## src/rtl/sha256_req_arbiter.sv

```systemverilog
// ---------------------------------------------------------------------------
// sha256_req_arbiter
//
// Shares a single sha_256 core between two requesters. A granted message is
// latched onto the core input and the core is restarted with a one-cycle
// reset pulse. After CORE_LAT cycles the core digest is captured and returned
// to the owner with a one-cycle done pulse.
//
// Configuration macro:
//   SHA_ARB_FIXED_PRIO_EN  defined   -> requester 0 always wins a tie
//                          undefined -> round-robin using a one-bit pointer
//
// Parameters:
//   CORE_LAT     cycles from the core reset pulse to a valid core_digest
//                (1..255)
//
// Ports:
//   clk          system clock, rising edge
//   rst          synchronous active-high reset
//   req0/req1    request lines, held until the matching grant
//   data0/data1  24-bit messages, stable while the request is high
//   gnt0/gnt1    one-cycle grant pulses (LOAD cycle)
//   done0/done1  one-cycle completion pulses to the owner
//   digest_out   last captured digest, cleared by reset
//   busy         high in every state except IDLE
//   core_rst     reset pulse to the sha_256 core
//   core_data    message driven onto the sha_256 core
//   core_digest  digest returned by the sha_256 core
// ---------------------------------------------------------------------------
module sha256_req_arbiter #(
  parameter int CORE_LAT = 66
) (
  input  logic         clk,
  input  logic         rst,
  input  logic         req0,
  input  logic [23:0]  data0,
  input  logic         req1,
  input  logic [23:0]  data1,
  output logic         gnt0,
  output logic         gnt1,
  output logic         done0,
  output logic         done1,
  output logic [255:0] digest_out,
  output logic         busy,
  output logic         core_rst,
  output logic [23:0]  core_data,
  input  logic [255:0] core_digest
);

  typedef enum logic [1:0] {
    IDLE = 2'd0,
    LOAD = 2'd1,
    RUN  = 2'd2,
    DONE = 2'd3
  } state_t;

  // Counter value on the last RUN cycle; RUN spans CORE_LAT cycles.
  localparam logic [7:0] LAST_CNT = 8'(CORE_LAT - 1);

  state_t      state_r;
  logic [7:0]  cnt_r;
  logic        owner_r;      // requester that owns the running job
`ifndef SHA_ARB_FIXED_PRIO_EN
  logic        last_r;       // most recent grant, used to break ties
`endif

  logic        any_req_s;
  logic        win_s;        // 0 = requester 0, 1 = requester 1
  logic [23:0] win_data_s;

  // Arbitration: pick the winner among the active requests.
  always_comb begin
    any_req_s  = req0 | req1;
    win_s      = 1'b0;
    win_data_s = data0;
`ifdef SHA_ARB_FIXED_PRIO_EN
    if (req0) begin
      win_s = 1'b0;
    end else begin
      win_s = 1'b1;
    end
`else
    // On a tie the requester that did not win last time goes first.
    if (req0 && req1) begin
      win_s = ~last_r;
    end else if (req0) begin
      win_s = 1'b0;
    end else begin
      win_s = 1'b1;
    end
`endif
    if (win_s) begin
      win_data_s = data1;
    end else begin
      win_data_s = data0;
    end
  end

  // Control FSM with all outputs registered.
  always_ff @(posedge clk) begin
    if (rst) begin
      state_r    <= IDLE;
      cnt_r      <= 8'd0;
      owner_r    <= 1'b0;
`ifndef SHA_ARB_FIXED_PRIO_EN
      last_r     <= 1'b1;
`endif
      gnt0       <= 1'b0;
      gnt1       <= 1'b0;
      done0      <= 1'b0;
      done1      <= 1'b0;
      busy       <= 1'b0;
      digest_out <= 256'd0;
      core_data  <= 24'd0;
      // Held high through reset so the core also starts from a clean state.
      core_rst   <= 1'b1;
    end else begin
      // Pulse outputs return low unless a state below raises them.
      gnt0     <= 1'b0;
      gnt1     <= 1'b0;
      done0    <= 1'b0;
      done1    <= 1'b0;
      core_rst <= 1'b0;
      case (state_r)
        IDLE: begin
          if (any_req_s) begin
            gnt0      <= ~win_s;
            gnt1      <= win_s;
            core_data <= win_data_s;
            core_rst  <= 1'b1;
            owner_r   <= win_s;
`ifndef SHA_ARB_FIXED_PRIO_EN
            last_r    <= win_s;
`endif
            busy      <= 1'b1;
            state_r   <= LOAD;
          end else begin
            busy    <= 1'b0;
            state_r <= IDLE;
          end
        end
        LOAD: begin
          cnt_r   <= 8'd0;
          busy    <= 1'b1;
          state_r <= RUN;
        end
        RUN: begin
          busy <= 1'b1;
          if (cnt_r == LAST_CNT) begin
            digest_out <= core_digest;
            done0      <= ~owner_r;
            done1      <= owner_r;
            state_r    <= DONE;
          end else begin
            cnt_r   <= cnt_r + 8'd1;
            state_r <= RUN;
          end
        end
        DONE: begin
          busy    <= 1'b0;
          state_r <= IDLE;
        end
        default: begin
          busy    <= 1'b0;
          state_r <= IDLE;
        end
      endcase
    end
  end

endmodule
```

## config.mk

```make
export PLATFORM = sky130hd
export DESIGN_NAME = sha256_req_arbiter
export DESIGN_NICKNAME = d
export VERILOG_FILES = /design/src/rtl/sha256_req_arbiter.sv
export SDC_FILE = /design/constraint.sdc
export NUM_CORES = 1
export LEC_CHECK = 0
export CORE_AREA = 5 5 231 233
export CTS_BUF_LIST = sky130_fd_sc_hd__clkbuf_4 sky130_fd_sc_hd__clkbuf_8
export DETAILED_ROUTE_END_ITERATION = 10
export DIE_AREA = 0 0 236 238
export HOLD_SLACK_MARGIN = 0.06
export PLACE_DENSITY_LB_ADDON = 0.15
export SYNTH_ARGS = -nofsm -noshare
export SYNTH_HDL_FRONTEND = slang
export SYNTH_SLANG_ARGS = --single-unit
```

## constraint.sdc

```tcl
create_clock -name clk -period 1.87 [get_ports clk]
set_input_delay 0.187 -clock clk [delete_from_list [all_inputs] [get_ports clk]]
set_output_delay 0.187 -clock clk [all_outputs]
set_load 0.05 [all_outputs]
```

==> metrics.yaml, run 1 <==
synthesis:
  synth_enable_flop_cells: 0
  synth_top_family_by_area: "simple AND/OR/NAND/NOR gates"
  yosysTopAreaCell: "dfxtp_1"
  synth_seq_area_share: 0.564
  syn_avg_cell_area_um2: 8.28
  synth_ff_type: "dfxtp_1"
  syn-instance-count: 1278
  yosys.area_share.simple: 0.214
  synthMuxAreaShare: 0
  yosysMostFrequentCell: "nand2_1"
  synth_compound_area_frac: 0.157
  synth_adder_area_share: 0.00591
  yosysWarnings: 0
  synth_fp_nets: 1591
  synth_xor_area_frac: 0
  async_reset_ff_frac: 0
  synthDominantCellAreaShare: 0.564
  syn_area_mm2: 0.0106
  synthTopCellsByArea: "dfxtp_1 (56%), nand2_1 (18%), a21oi_1 (12%)"
  ys_types: 39
  ys_seq_elements: 298
  yosys-top-cells-count: "nand2_1 (518), dfxtp_1 (298), a21oi_1 (263)"
detailed_routing:
  wire_per_inst_um: 16.7
  drc: 0
  drtPass1Iterations: 5
  ant_nets: 0
  viasPerCell: 4.13
  drtIter0Drc: 490
  wirelength_um: 46600
  vias: 11484
setup_path:
  critPathTopFamily: "simple AND/OR/NAND/NOR gates"
  critical_path_buf_inv_count: 3
  startpoint_type: "flop"
  slowest_delay_ns: 0.31
  crit_type: "reg -> reg"
  end_kind: "flop"
  cp_slowest_cell: "dfxtp_1"
  crit_fanout: 16
  worstPathCellList: "inv_1, ha_1, nor2b_2, buf_4, nand4_4, buf_12, nand3_1, o41ai_2"
  critPathArrivalTime_ns: 2.30
  required_ns: 2.38
final_layout:
  stdcell_count: 2780
  final_nets: 2369
  drive_gt1_frac: 0.0815
  nFillCells: 5245
  multi_input_area_mm2: 0.00402
  regArea_mm2: 0.00597
  area_growth_syn_to_layout_pct: 90.4
  fin_util: 0.395
clocking:
  cts_num_sinks: 298
  clockBufferDepth: 3
  cts_buffers: 56
  clk_latency_ns: 0.64
  cts_root_buf: "clkbuf_8"
  cts_tree: "done"
  cts_max_level: 2
  path_clk_slew_ns: 0.06
timing:
  finalHoldViolations: 0
  timing.final.crit_share: 0.958
  fmax_mhz: 558
  clock_skew_ns: 0.0330
  setup_viol: 0
  maxSlewViolCount: 0
  max_slew_margin: 0.611
  rsz0062_at_grt: "true"
  setup_ws_ns: 0.0782
  tightest_slew_ns: 0.586
  fin_crit_ns: 1.79
  fin_hold_ws_ns: 0.128
die:
  dieArea_mm2: 0.0562
  fp.dieH_um: 238
  core-area_mm2: 0.0510
  start_util: 0.208
  io_pins: 594
  die_w_um: 236
  rows: 83
pwr:
  p_per_area_mw_per_mm2: 760
  leakage_nw: 8.40
  p_total_mw: 15.3
  peakVddDrop_v: 0.000483
global_routing:
  grt_use_total: 0.152
  grt-ovfl-total: 0
  grt_max_degree: 97
  grt_pass1_vias: 11683
  antenna_found_initial: 3
  grt_pass1_wl_um: 68900
worst_hold_path:
  min_path_type: "in -> reg"
placement:
  dp.cells: 2491
  gp_congestion: 0.790
  place_ws_ns: 0.0148
  hpwlAfterDp_um: 32500
  port_buffers: 593
status:
  status: "completed"
flow_run:
  cap_violations: 0
worst min-delay path, delay by kind of cell:
kind | cells | cell delay (ns)
AOI/OAI and AO/OA | 1 | 0.05
buffers and inverters | 1 | 0.40
and+or+nand+nor | 1 | 0.06
state kept, by name, indices dropped and copies added (netlist names):
| signal | count |
|---|---|
| busy | 1 |
| gnt0 | 1 |
| done1 | 1 |
| cnt_r | 8 |
| digest_out | 256 |
| core_data | 24 |
| core_rst | 1 |
| state_r | 2 |
| gnt1 | 1 |
| done0 | 1 |
| owner_r | 1 |
| last_r | 1 |
cell families (layout without fill, tap and decap cells):
logic type                 after synthesis  count (layout)
AOI/OAI and AO/OA                      301             301
other                                    0               1
and+or+nand+nor                        567             567
DFF                                    298             298
adders and majority gates                5               5
buffers and inverters                  107             928
metal layers:
metal / up-vias / share of wire / GRT usage
met5: - / 0.00028 / 0
met4: 2 / 0.025 / 0.0457
met3: 69 / 0.086 / 0.0600
met2: 396 / 0.48 / 0.256
met1: 5271 / 0.41 / 0.181
li1: 5746 / - / -
final cells by class:
cell class	instances	share of cell area
Timing Repair Buffer	815	0.400
Clock buffer	94	0.0577
Sequential cell	298	0.296
Clock inverter	7	0.00217
Inverter	12	0.00224
Tap cell	680	0.0422
Antenna cell	1	0.000124
Multi-Input combinational cell	873	0.200
per-stage QoR:
stage / TNS (ns) / area, µm²
after floorplan: 0 / 10600
after global routing: -0.0349 / 20200
final: 0 / 20200
after CTS: 0 / 20000
after detailed placement: 0 / 17300
after global placement: 0 / 17300
report_power, final:
part | internal, mW | total [mW] | switching, mW
registers | 6.48 | 6.54 | 0.0611
clock network | 3.89 | 6.74 | 2.85
logic | 1.11 | 2.04 | 0.926
total | 11.5 | 15.3 | 3.84
layout by cell type (no fill, tap or decap), types with 2 or more instances in the layout:
| cell type | n |
|---|---|
| a21oi_1 | 261 |
| a21oi_2 | 2 |
| a221o_1 | 24 |
| and2_1 | 23 |
| buf_12 | 19 |
| buf_16 | 2 |
| buf_4 | 31 |
| buf_6 | 2 |
| clkbuf_16 | 5 |
| clkbuf_4 | 21 |
| clkbuf_8 | 74 |
| clkdlybuf4s50_1 | 306 |
| clkinv_2 | 4 |
| clkinvlp_4 | 2 |
| dfxtp_1 | 298 |
| dlygate4sd2_1 | 267 |
| dlygate4sd3_1 | 179 |
| ha_1 | 5 |
| inv_1 | 12 |
| nand2_1 | 518 |
| nand3_1 | 3 |
| nand3b_1 | 3 |
| nor2_1 | 3 |
| o21a_1 | 2 |
| o21ai_0 | 2 |
| o32ai_1 | 2 |
| or3_1 | 4 |
worst paths after layout:
kind | startpoint | to | slack, ns | depth (start not counted)
setup reg to reg | state_r[0]$_SDFF_PP0_ | cnt_r[3]$_SDFFE_PP0P_ | 0.08 | 8
hold reg to reg | owner_r$_SDFFE_PP0P_ | done0$_SDFF_PP0_ | 0.44 | 1
hold / removal | core_digest[73] | digest_out[73]$_SDFFE_PP0P_ | 0.13 | 3
setup / recovery | state_r[0]$_SDFF_PP0_ | cnt_r[3]$_SDFFE_PP0P_ | 0.08 | 8
repair_timing:
item / CTS / global route
hold buffers: 179 / 0
endpoints found under the setup margin: 298 / 119
hold endpoints to repair: 182 / 0
buffers inserted: 0 / 3
pin swaps: 0 / 0
gates resized for setup: 274 / 8
cloned: 0 / 5
No activity file was read; power rests on OpenSTA's default activity.
==> run 2: changes to the inputs <==
--- a/config.mk
+++ b/config.mk
@@ -7,6 +7,7 @@
 export LEC_CHECK = 0
 export CORE_AREA = 5 5 231 233
 export CTS_BUF_LIST = sky130_fd_sc_hd__clkbuf_4 sky130_fd_sc_hd__clkbuf_8
+export CTS_CLUSTER_DIAMETER = 40
 export DETAILED_ROUTE_END_ITERATION = 10
 export DIE_AREA = 0 0 236 238
 export HOLD_SLACK_MARGIN = 0.06
==> constraint.sdc (replaced) <==
create_clock -name clk -period 1.87 [get_ports clk]
set_input_delay 0.187 -clock clk [delete_from_list [all_inputs] [get_ports clk]]
set_output_delay 0.187 -clock clk [all_outputs]
set_load 0.02 [all_outputs]
==> metrics.yaml, run 2 (synthesized netlist as in run 1, its figures left out) <==
setup_path:
  critical_path_buf_inv_count: 1  # -2
  end_kind: "primary output"
  crit_fanout: 2  # -14
  cp_slowest_cell: "clkdlybuf4s50_1"
  critPathArrivalTime_ns: 1.60  # -0.70 ns
  required_ns: 1.68  # -0.70 ns
  crit_type: "reg -> out"
  startpoint_type: "flop"
  slowest_delay_ns: 0.62  # +0.31 ns
  worstPathCellList: "clkdlybuf4s50_1"
  critPathTopFamily: "buffers and inverters"
detailed_routing:
  drtIter0Drc: 444  # -9.4%
  route.met3.wl_um: 3930  # -1.8%
  drc: 0  # unchanged
  top_layer: "met5"
  wl_met2_um: 22100  # -0.39%
  wirelength_um: 45800  # -1.6%
  wire_per_inst_um: 16.8  # +0.49%
  viasPerCell: 4.15  # +0.34%
  vias: 11279  # -1.8%
  wl_met1_um: 18600  # -3.0%
  ant_nets: 0  # unchanged
  drtPass1Iterations: 4  # -1
clocking:
  path_clk_slew_ns: 0.05  # about the same
  clockBufferDepth: 3  # unchanged
  cts_num_sinks: 298  # unchanged
  cts_root_buf: "clkbuf_8"
  cts_tree: "done"
  cts_buffers: 67  # +20%
  clk_latency_ns: 0.62  # -0.02 ns
  cts_max_level: 3  # +1
die:
  dieArea_mm2: 0.0562  # unchanged
  core-area_mm2: 0.0510  # unchanged
  rows: 83  # unchanged
  io_pins: 594  # unchanged
  die_w_um: 236  # unchanged
  fp.dieH_um: 238  # unchanged
  start_util: 0.208  # unchanged
final_layout:
  drive_gt1_frac: 0.0775  # -0.00398
  final_nets: 2306  # -2.7%
  largest_reg_flops: 256  # unchanged
  regMostFlops: "digest_out"
  layout_commonest_cell: "clkdlybuf4s50_1"
  area_growth_syn_to_layout_pct: 88.7
  reg_top3: "digest_out x256, core_data x24, cnt_r x8"
  stdcell_count: 2721  # -2.1%
  nFillCells: 5204  # -0.78%
  layout_common_cells: "clkdlybuf4s50_1 (537), nand2_1 (518), dfxtp_1 (298)"
pwr:
  pwr-share-clk: 0.489  # +0.049
  p_int_mw: 12.4  # +8.2%
  combPwrFrac: 0.108  # -0.025
  seq_power_share: 0.404  # -0.023
  p_switching_mw: 3.81  # -0.80%
  swShare: 0.235  # -0.0159
  peakVddDrop_v: 0.000466  # -3.7%
  leakage_nw: 7.39  # -12%
  p_per_area_mw_per_mm2: 812  # +6.9%
timing:
  fmax_mhz: 560  # +0.42%
  finalHoldViolations: 0  # unchanged
  tightest_slew_ns: 0.494  # -0.0915 ns
  clock_skew_ns: 0.0330  # -0.0000332 ns
  max_slew_margin: 0.670  # +0.0595
  fin_crit_ns: 1.78  # -0.00752 ns
  rsz0062_at_grt: "true"
  setup_ws_ns: 0.0857  # +0.00752 ns
  timing.final.crit_share: 0.954  # -0.00402
  setup_viol: 0  # unchanged
  maxSlewViolCount: 0  # unchanged
placement:
  gp_congestion: 0.789  # about the same
  dp.cells: 2489  # -0.080%
  place_ws_ns: 0.0409  # +0.0262 ns
  port_buffers: 593  # unchanged
  hpwlAfterDp_um: 32300  # -0.67%
flow_run:
  cap_violations: 0  # unchanged
global_routing:
  grt-ovfl-total: 0  # unchanged
  grt_use_total: 0.153  # +0.000871
  grt_pass1_wl_um: 68700  # -0.34%
  antenna_found_initial: 3  # unchanged
  grt_max_degree: 97  # unchanged
  grt_pass1_vias: 11419  # -2.3%
status:
  status: "completed"
worst_hold_path:
  min_path_type: "in -> reg"
-- run 2: changes by cell type in the layout (fill, tap and decap cells not counted), sizes merged, moves of 2 or more --
cell           before  now
dlygate4sd2       267   35
dlymetal6s2s        0   20
clkinvlp            2    8
buf                55   36
clkdlybuf4s15       2    0
dlygate4sd3       179  111
bufinv              0    5
clkdlybuf4s50     306  537
clkbuf            100   98
-- run 2: final cells by class --
class                   count  area [µm²]  area share
flip-flops and latches    298        5970       0.299
clock buffers              96        1210      0.0605
clock inverters            19         248      0.0124
well taps                 680         851      0.0426
inverters                  12        45.0     0.00226
diodes                      2        5.00    0.000251
multi-input cells         873        4010       0.201
repair buffers            741        7640       0.382
-- run 2: timing repair --
item / CTS / global route
gates resized for setup: 35 / 25
hold buffers: 111 / 0
hold endpoints to repair: 113 / 0
gates cloned: 0 / 1
endpoints found under the setup margin: 35 / 77
setup buffers: 0 / 3
-- run 2: worst paths after layout --
check                                from                           end  slack (ns)  depth (start not counted)
min reg2reg    digest_out[1]$_SDFFE_PP0P_    digest_out[1]$_SDFFE_PP0P_        0.45                          2
max          digest_out[164]$_SDFFE_PP0P_               digest_out[164]        0.09                          1
min                      core_digest[109]  digest_out[109]$_SDFFE_PP0P_        0.14                          3
max reg2reg         state_r[0]$_SDFF_PP0_         cnt_r[2]$_SDFFE_PP0P_        0.12                          7
-- run 2: layer usage --
layer / up-vias / GRT usage
li1: 5624 / -
met1: 5165 / 0.176
met2: 412 / 0.258
met3: 76 / 0.0637
met4: 2 / 0.0521
met5: - / 0
-- run 2: power groups by stage --
stage	sequential [mW]	clock, mW	combinational (mW)
after floorplan	6.80	0	0.366
after global placement	6.67	0	1.55
after detailed placement	6.67	0	1.55
after CTS	6.54	8.31	1.76
after global routing	6.55	8.58	1.85
final	6.55	7.93	1.75
-- run 2: per-stage QoR --
step,hold WS (ns),util,TNS (ns),cell area [µm²],total power [mW]
after floorplan,0.323,-,0,10600,7.16
after global placement,0.430,0.340,0,17300,8.23
after detailed placement,0.446,0.340,0,17300,8.23
after CTS,0.0601,0.389,0,19800,16.6
after global routing,0.0772,0.392,-0.00511,20000,17.0
final,0.136,0.392,0,20000,16.2
-- run 2: tightest hold or removal path: cells and delay by family --
kind,cells,cell delay (ns)
buf+inv,1,0.40
simple gates,1,0.06
compound gates,1,0.05
==> run 3: changes to the inputs <==
--- a/config.mk
+++ b/config.mk
@@ -11,6 +11,7 @@
 export DETAILED_ROUTE_END_ITERATION = 10
 export DIE_AREA = 0 0 236 238
 export HOLD_SLACK_MARGIN = 0.06
+export MAX_ROUTING_LAYER = met4
 export PLACE_DENSITY_LB_ADDON = 0.15
 export SYNTH_ARGS = -nofsm -noshare
 export SYNTH_HDL_FRONTEND = slang
==> metrics.yaml, run 3 (synthesized netlist as in run 1, its figures left out) <==
setup_path:
  critPathArrivalTime_ns: 1.59  # about the same
  crit_type: "reg -> out"
  cp_slowest_cell: "clkdlybuf4s50_1"
  worstReg2RegStart: "state_r[0]$_SDFF_PP0_"
  end_kind: "primary output"
  r2r_setup_slack_ns: 0.12  # about the same
  ff2ff_path_depth: 7  # unchanged
  crit_fanout: 2  # unchanged
  critPathTopFamily: "buffers and inverters"
  worstPathCellList: "clkdlybuf4s50_1"
  r2r-end: "cnt_r[2]$_SDFFE_PP0P_"
  startpoint_type: "flop"
  critical_path_buf_inv_count: 1  # unchanged
  slowest_delay_ns: 0.62  # about the same
  required_ns: 1.68  # about the same
pwr:
  p_total_mw: 16.2  # about the same
  leakage_nw: 7.42  # +0.32%
  p_per_area_mw_per_mm2: 811  # -0.17%
  peakVddDrop_v: 0.000459  # -1.5%
final_layout:
  reg_top3: "digest_out x256, core_data x24, cnt_r x8"
  area_growth_syn_to_layout_pct: 89.1
  regMostFlops: "digest_out"
  layout_commonest_cell: "clkdlybuf4s50_1"
  fin_util: 0.393  # +0.000908
  final_nets: 2305  # -0.043%
  nFillCells: 5196  # -0.15%
  layout_common_cells: "clkdlybuf4s50_1 (536), nand2_1 (517), dfxtp_1 (298)"
  largest_reg_flops: 256  # unchanged
  drive_gt1_frac: 0.0790  # +0.00151
clocking:
  cts_max_level: 3  # unchanged
  cts_tree: "done"
  path_clk_slew_ns: 0.05  # about the same
  cts_root_buf: "clkbuf_8"
  cts_buffers: 67  # unchanged
  clockBufferDepth: 3  # unchanged
  cts_num_sinks: 298  # unchanged
  clk_latency_ns: 0.62  # about the same
timing:
  clock_skew_ns: 0.0307  # -0.00226 ns
  rsz0062_at_grt: "true"
  tightest_slew_ns: 0.483  # -0.0117 ns
  finalHoldViolations: 0  # unchanged
  fmax_mhz: 562  # +0.23%
  tns_ns: 0  # unchanged
  max_slew_margin: 0.678  # +0.00778
  timing.final.crit_share: 0.952  # -0.00217
  maxSlewViolCount: 0  # unchanged
  setup_viol: 0  # unchanged
  fin_crit_ns: 1.78  # -0.00405 ns
worst_hold_path:
  holdPathStages: 3  # unchanged
  hold_end: "digest_out[253]$_SDFFE_PP0P_"
  min_path_type: "in -> reg"
  hold_start: "core_digest[253]"
detailed_routing:
  wire_per_inst_um: 16.9  # +0.57%
  drc: 0  # unchanged
  drtIter0Drc: 454  # +2.3%
  ant_nets: 0  # unchanged
  vias: 11295  # +0.14%
  wirelength_um: 46100  # +0.61%
  drtPass1Iterations: 4  # unchanged
  viasPerCell: 4.15  # +0.11%
global_routing:
  grt_pass1_vias: 11466  # +0.41%
  grt_pass1_wl_um: 68500  # -0.24%
  grt-ovfl-total: 0  # unchanged
  antenna_found_initial: 4  # +1
  grt_max_degree: 97  # unchanged
  grt_use_total: 0.158  # +0.00462
status:
  status: "completed"
die:
  dieArea_mm2: 0.0562  # unchanged
  io_pins: 594  # unchanged
  rows: 83  # unchanged
  fp.dieH_um: 238  # unchanged
  core-area_mm2: 0.0510  # unchanged
  die_w_um: 236  # unchanged
  start_util: 0.208  # unchanged
placement:
  gp_congestion: 0.800  # +1.4%
  hpwlAfterDp_um: 32300  # unchanged
  port_buffers: 593  # unchanged
flow_run:
  cap_violations: 0  # unchanged
## run 3: cell type report
cell class | count | area (µm²) | area share
Multi-Input combinational cell | 873 | 4020 | 0.201
Inverter | 12 | 45.0 | 0.00225
Timing Repair Buffer | 740 | 7660 | 0.383
Sequential cell | 298 | 5970 | 0.298
Antenna cell | 4 | 10.0 | 0.000500
Clock buffer | 96 | 1210 | 0.0604
Clock inverter | 19 | 248 | 0.0124
Tap cell | 680 | 851 | 0.0425
## run 3: worst max-delay path by stage
stage | start | end | cells past startpoint
after floorplan | state_r[1]$_SDFF_PP0_ | cnt_r[2]$_SDFFE_PP0P_ | 7
after global placement | state_r[0]$_SDFF_PP0_ | digest_out[59]$_SDFFE_PP0P_ | 9
after detailed placement | state_r[0]$_SDFF_PP0_ | digest_out[112]$_SDFFE_PP0P_ | 9
after CTS | core_data[11]$_SDFFE_PP0P_ | core_data[11] | 1
after global routing | state_r[0]$_SDFF_PP0_ | digest_out[22]$_SDFFE_PP0P_ | 9
final | digest_out[164]$_SDFFE_PP0P_ | digest_out[164] | 1
## run 3: repair_timing
item                                   4_1_cts  5_1_grt
resized for setup                           35       33
setup endpoints to repair                   35       79
endpoints found under the hold margin      113        0
cloned                                       0        2
hold buffers                               111        0
setup buffers                                0        1
## run 3: per-layer routing
| layer | routed length [µm] | vias up | track usage | part of all wire |
|---|---|---|---|---|
| met3 | 3790 | 76 | 0.0608 | 0.082 |
| met5 | 0 | - | - | 0 |
| met4 | 1120 | 0 | 0.0519 | 0.024 |
| met2 | 22100 | 427 | 0.258 | 0.48 |
| li1 | - | 5629 | - | - |
| met1 | 19000 | 5163 | 0.178 | 0.41 |
## run 3: per-stage QoR
step                      instance area (µm²)  instances  setup WS (ns)  hold slack [ns]
final                                   20000       2722         0.0897            0.140
after global routing                    20000       2722        -0.0116           0.0763
after CTS                               19800       2715      0.0000745           0.0601
after detailed placement                17300       2489         0.0409            0.446
after global placement                  17300       2489         0.0414            0.430
after floorplan                         10600       1278          0.119            0.323
## run 3: where the power goes
part | switching (mW) | internal [mW]
Sequential | 0.0642 | 6.48
Clock | 3.09 | 4.85
Combinational | 0.662 | 1.08
Total | 3.82 | 12.4
